### src/rtl/mem_wb_pipe.sv
// DEPTH-stage elastic MEM/WB pipe driving the register-file write port.
// Optional MEM_WB_FWD_EN adds a combinational forwarding lookup.
module mem_wb_pipe #(
  parameter int DATA_W = 32,
  parameter int ADDR_W = 5,
  parameter int WB_W   = 2,
  parameter int DEPTH  = 1
) (
  input  logic              clk_i,
  input  logic              rst_i,
  input  logic              flush_i,
  input  logic              in_valid_i,
  output logic              in_ready_o,
  input  logic [WB_W-1:0]   wb_i,
  input  logic [DATA_W-1:0] read_data_i,
  input  logic [DATA_W-1:0] alu_i,
  input  logic [ADDR_W-1:0] rd_i,
  output logic              out_valid_o,
  input  logic              out_ready_i,
  output logic [WB_W-1:0]   wb_o,
  output logic              reg_write_o,
  output logic              mem_to_reg_o,
  output logic [DATA_W-1:0] read_data_o,
  output logic [DATA_W-1:0] alu_o,
  output logic [ADDR_W-1:0] rd_o,
  output logic [DATA_W-1:0] wr_data_o,
  output logic [2:0]        occupancy_o
`ifdef MEM_WB_FWD_EN
  ,
  input  logic [ADDR_W-1:0] fwd_rs_i,
  output logic              fwd_hit_o,
  output logic [DATA_W-1:0] fwd_data_o
`endif
);

  localparam int L = DEPTH - 1;

  logic [DEPTH-1:0]  valid_q, valid_d;
  logic [WB_W-1:0]   wb_q    [DEPTH];
  logic [WB_W-1:0]   wb_d    [DEPTH];
  logic [DATA_W-1:0] rdata_q [DEPTH];
  logic [DATA_W-1:0] rdata_d [DEPTH];
  logic [DATA_W-1:0] alu_q   [DEPTH];
  logic [DATA_W-1:0] alu_d   [DEPTH];
  logic [ADDR_W-1:0] rd_q    [DEPTH];
  logic [ADDR_W-1:0] rd_d    [DEPTH];
  logic [2:0]        occ_q, occ_d;

  logic [DEPTH-1:0]  adv;
  logic [DEPTH:0]    nxt_free;
  logic              acc;
  logic              xfer;

  always_comb begin
    // free[k]: stage k can take a new entry this cycle
    nxt_free[DEPTH] = out_ready_i;
    adv = '0;
    for (int k = DEPTH - 1; k >= 0; k--) begin
      adv[k]      = valid_q[k] & nxt_free[k+1];
      nxt_free[k] = ~valid_q[k] | adv[k];
    end
    acc  = in_valid_i & nxt_free[0];
    xfer = adv[L];

    valid_d = valid_q;
    wb_d    = wb_q;
    rdata_d = rdata_q;
    alu_d   = alu_q;
    rd_d    = rd_q;

    valid_d[0] = acc | (valid_q[0] & ~adv[0]);
    if (acc) begin
      wb_d[0]    = wb_i;
      rdata_d[0] = read_data_i;
      alu_d[0]   = alu_i;
      rd_d[0]    = rd_i;
    end
    for (int k = 1; k < DEPTH; k++) begin
      valid_d[k] = adv[k-1] | (valid_q[k] & ~adv[k]);
      if (adv[k-1]) begin
        wb_d[k]    = wb_q[k-1];
        rdata_d[k] = rdata_q[k-1];
        alu_d[k]   = alu_q[k-1];
        rd_d[k]    = rd_q[k-1];
      end
    end

    occ_d = occ_q + {2'b00, acc} - {2'b00, xfer};
    if (flush_i) begin
      valid_d = '0;
      occ_d   = '0;
    end
  end

  always_ff @(posedge clk_i) begin
    if (rst_i) begin
      valid_q <= '0;
      occ_q   <= '0;
      for (int k = 0; k < DEPTH; k++) begin
        wb_q[k]    <= '0;
        rdata_q[k] <= '0;
        alu_q[k]   <= '0;
        rd_q[k]    <= '0;
      end
    end else begin
      valid_q <= valid_d;
      occ_q   <= occ_d;
      wb_q    <= wb_d;
      rdata_q <= rdata_d;
      alu_q   <= alu_d;
      rd_q    <= rd_d;
    end
  end

  always_comb begin
    in_ready_o   = nxt_free[0];
    out_valid_o  = valid_q[L];
    wb_o         = wb_q[L];
    reg_write_o  = wb_q[L][WB_W-1] & valid_q[L];
    mem_to_reg_o = wb_q[L][0];
    read_data_o  = rdata_q[L];
    alu_o        = alu_q[L];
    rd_o         = rd_q[L];
    wr_data_o    = wb_q[L][0] ? rdata_q[L] : alu_q[L];
    occupancy_o  = occ_q;
  end

`ifdef MEM_WB_FWD_EN
  // scan oldest to youngest so the lowest-index match wins
  always_comb begin
    fwd_hit_o  = 1'b0;
    fwd_data_o = '0;
    for (int k = DEPTH - 1; k >= 0; k--) begin
      if (valid_q[k] && wb_q[k][WB_W-1] &&
          rd_q[k] == fwd_rs_i && fwd_rs_i != '0) begin
        fwd_hit_o  = 1'b1;
        fwd_data_o = wb_q[k][0] ? rdata_q[k] : alu_q[k];
      end
    end
  end
`endif

endmodule

### config.mk
export PLATFORM = sky130hd
export DESIGN_NAME = mem_wb_pipe
export DESIGN_NICKNAME = d
export VERILOG_FILES = /design/src/rtl/mem_wb_pipe.sv
export SDC_FILE = /design/constraint.sdc
export NUM_CORES = 1
export LEC_CHECK = 0
export BUFFER_PORTS_ARGS = -buffer_cell sky130_fd_sc_hd__buf_2
export CORE_UTILIZATION = 46
export CTS_CLUSTER_DIAMETER = 200
export DETAILED_ROUTE_END_ITERATION = 6
export PLACE_DENSITY_LB_ADDON = 0.3
export SLEW_MARGIN = 20
export SYNTH_ARGS = -nofsm -noshare
export SYNTH_HDL_FRONTEND = slang
export SYNTH_SLANG_ARGS = --single-unit
### constraint.sdc
create_clock -name clk_i -period 3.05 [get_ports clk_i]
set_input_delay 0.305 -clock clk_i [delete_from_list [all_inputs] [get_ports clk_i]]
set_output_delay 0.305 -clock clk_i [all_outputs]
set_load 0.005 [all_outputs]
==> results.txt <==
Setup crit start kind: register
HPWL after DPL: 6235 µm
P per Cell Area: 475.7 nW/µm²
Comb power frac: 16.2%
Critical Path RT: 3310 ps
first-pass GRT wire length: 14490 µm
Final Hold Viols: 0
post_cts resized: 0
maximum vdd drop: 0.0002711 V
Die Span Y: 92.23 µm
P_leak: 2.319 nW
CTS Root Cell: clkbuf_8
clk slew on worst S/H paths: 80 ps
crit-path max FO: 32
WL per Instance: 14.18 µm
Layout fillers: 687
RSZ-0062 raised after global routing: no
setup slack after layout: 708.9 ps
max-slew violation count: 0
Max-cap violations: 0
Routed WL: 9172 µm
pre-CTS WS: 595.3 ps
First-pass DRT Iterations: 4
CTS tree: done
commonest non-fill, non-tap cell in the layout: buf_2
area grow syn2layout: 30.00%
Post-CTS Hold Buffers: 0
fmax: 427.1 MHz
status: finished clean
vias in the first global route: 3026
Die W: 92.23 µm
Fin Clk Skew: 11.12 ps
post-synth cell types: 24
CP max stage delay: 360 ps
sequential power share: 46.4%
Iter 0 DRT Violations: 90
Net Count, Synth: 461
Core Footprint: 7807 µm²
most frequent cells in the layout: buf_2 (184), dfxtp_1 (75), nand3_1 (66)
critical path arrival: 2600 ps
final global-route overflow total: 0
number of CTS-inserted buffers: 9
Net Sw Power: 0.5742 mW
gp weighted congestion: 0.7726
Worst-Margin Slew: 1030 ps
ANT nets after route: 0
Remaining DRCs: 0
clock power share: 37.4%
htree depth: 3
Util after Layout: 62.36%
Yosys top cell area share: 40.09%
Nets: 619
initial antenna violation count: 0
synth top area cells: dfxtp_1 (40%), a21bo_2 (10%), mux2_2 (9.6%)
Netlist Area Pre-Place: 3745 µm²
CTS Buffer Depth: 2
clk_lat worst skew: 340 ps
total track usage: 21.08%
min Tclk post-route: 2341 ps
Setup-failing EPs final: 0
syn avg cell area: 9.803 µm²
sequential area share after synthesis: 40.09%
post-synth top area cell: dfxtp_1
drt via density: 5.207
layout cells sized above 1: 56.15%
DR vias: 3369
Sw Ratio: 24.79%
Seq cells post-synth: 75
relative slew slack: 31.35%
PortBufs: 185
Fin Setup TNS: 0 ps
slowest cell on the critical path: fa_1
top-level I/O count: 186
clk sinks: 75
initial cell density of the core: 47.96%
Final period util: 76.76%
Synth Instances: 382
largest net degree at the start of global routing: 110
Cell Chain, Critical Path: nand2b_4, and2_1, inv_1, ha_1, inv_1, ha_1, inv_1, fa_1, xor2_1, xnor2_1, nor3_1
synth warn: 0
Cell Int Power: 1.742 mW
Row Count: 32
worst min path class: in -> reg
# Post-CTS Setup Buffers: 0
most used cell, CP: inv_1
number of diodes: 0
Critical Path End Type: register
DP Area: 4641 µm²
kind of critical path: reg -> reg
Die Footprint: 8505 µm²
final design area excluding fillers: 4868 µm²
flip-flops by register name, indices dropped and copies added (netlist names):
register     cells
alu_o           32
occupancy_o      3
out_valid_o      1
rd_o             5
read_data_o     32
wb_o             2
cells by family after synthesis:
family / share of synthesized area [%]
multiplexers: 9.623
flip-flops: 40.09
XOR/XNOR: 0.4678
adder cells (fa/ha/maj): 1.203
buffers and inverters: 6.615
AND/OR/NAND/NOR: 11.96
AO/OA/AOI/OAI: 30.04
stage by stage:
stage	instances	hold slack (ps)	total power [mW]
after detailed placement	631	470.4	1.473
after CTS	647	171.4	2.339
after global routing	647	184.9	2.423
after global placement	631	474.6	1.462
after floorplan	382	377.8	1.312
final	647	185.1	2.316
Yosys cell counts (all sizes together):
library cell / number
a211oi: 1
a21bo: 66
a21oi: 66
and2: 3
buf: 31
clkbuf: 14
dfxtp: 75
fa: 1
ha: 2
inv: 4
mux2: 32
nand2b: 6
nand3: 66
nand4b: 5
nor3: 2
nor3b: 1
o21ai: 5
xnor2: 1
xor2: 1
area by class of cell:
class	instances	area [µm²]	share of cell area, %
repair buffers	192	993.5	20.41
flip-flops and latches	75	1501	30.84
clock buffers	12	155.1	3.187
multi-input cells	258	2003	41.15
clock inverters	4	72.57	1.491
inverters	4	15.01	0.3084
well taps	102	127.6	2.621
per-layer routing:
| metal | share of wire [%] | vias to the layer above | track usage, % |
|---|---|---|---|
| met2 | 49 | 107 | 35.82 |
| li1 | - | 1682 | - |
| met4 | 1.7 | 0 | 8.073 |
| met3 | 5.1 | 13 | 4.063 |
| met5 | 0 | - | 0 |
| met1 | 45 | 1567 | 26.26 |
critical path: cells and delay by family (launching register included):
kind | cells | cell delay [ps]
XOR/XNOR | 2 | 280
adder cells (fa/ha/maj) | 3 | 770
buffers and inverters | 3 | 170
flip-flops | 1 | 350
AND/OR/NAND/NOR | 3 | 680
path summary, 6_finish.rpt:
kind                     from             end  slack (ps)  depth (start not counted)
setup / recovery  out_valid_o  occupancy_o[2]         710                         11
hold / removal        flush_i  occupancy_o[1]         190                          2
setup reg to reg  out_valid_o  occupancy_o[2]         710                         11
hold reg to reg       rd_o[4]         rd_o[4]         480                          2
power by group through the flow:
stage               clock network [mW]  registers (mW)  logic (mW)
global route                     0.928            1.08       0.412
detailed placement                   0            1.10       0.377
CTS                              0.887            1.07       0.378
global placement                     0            1.09       0.369
floorplan                            0            1.09       0.218
finish                           0.867            1.07       0.375
(Power assumes the default switching activity.)
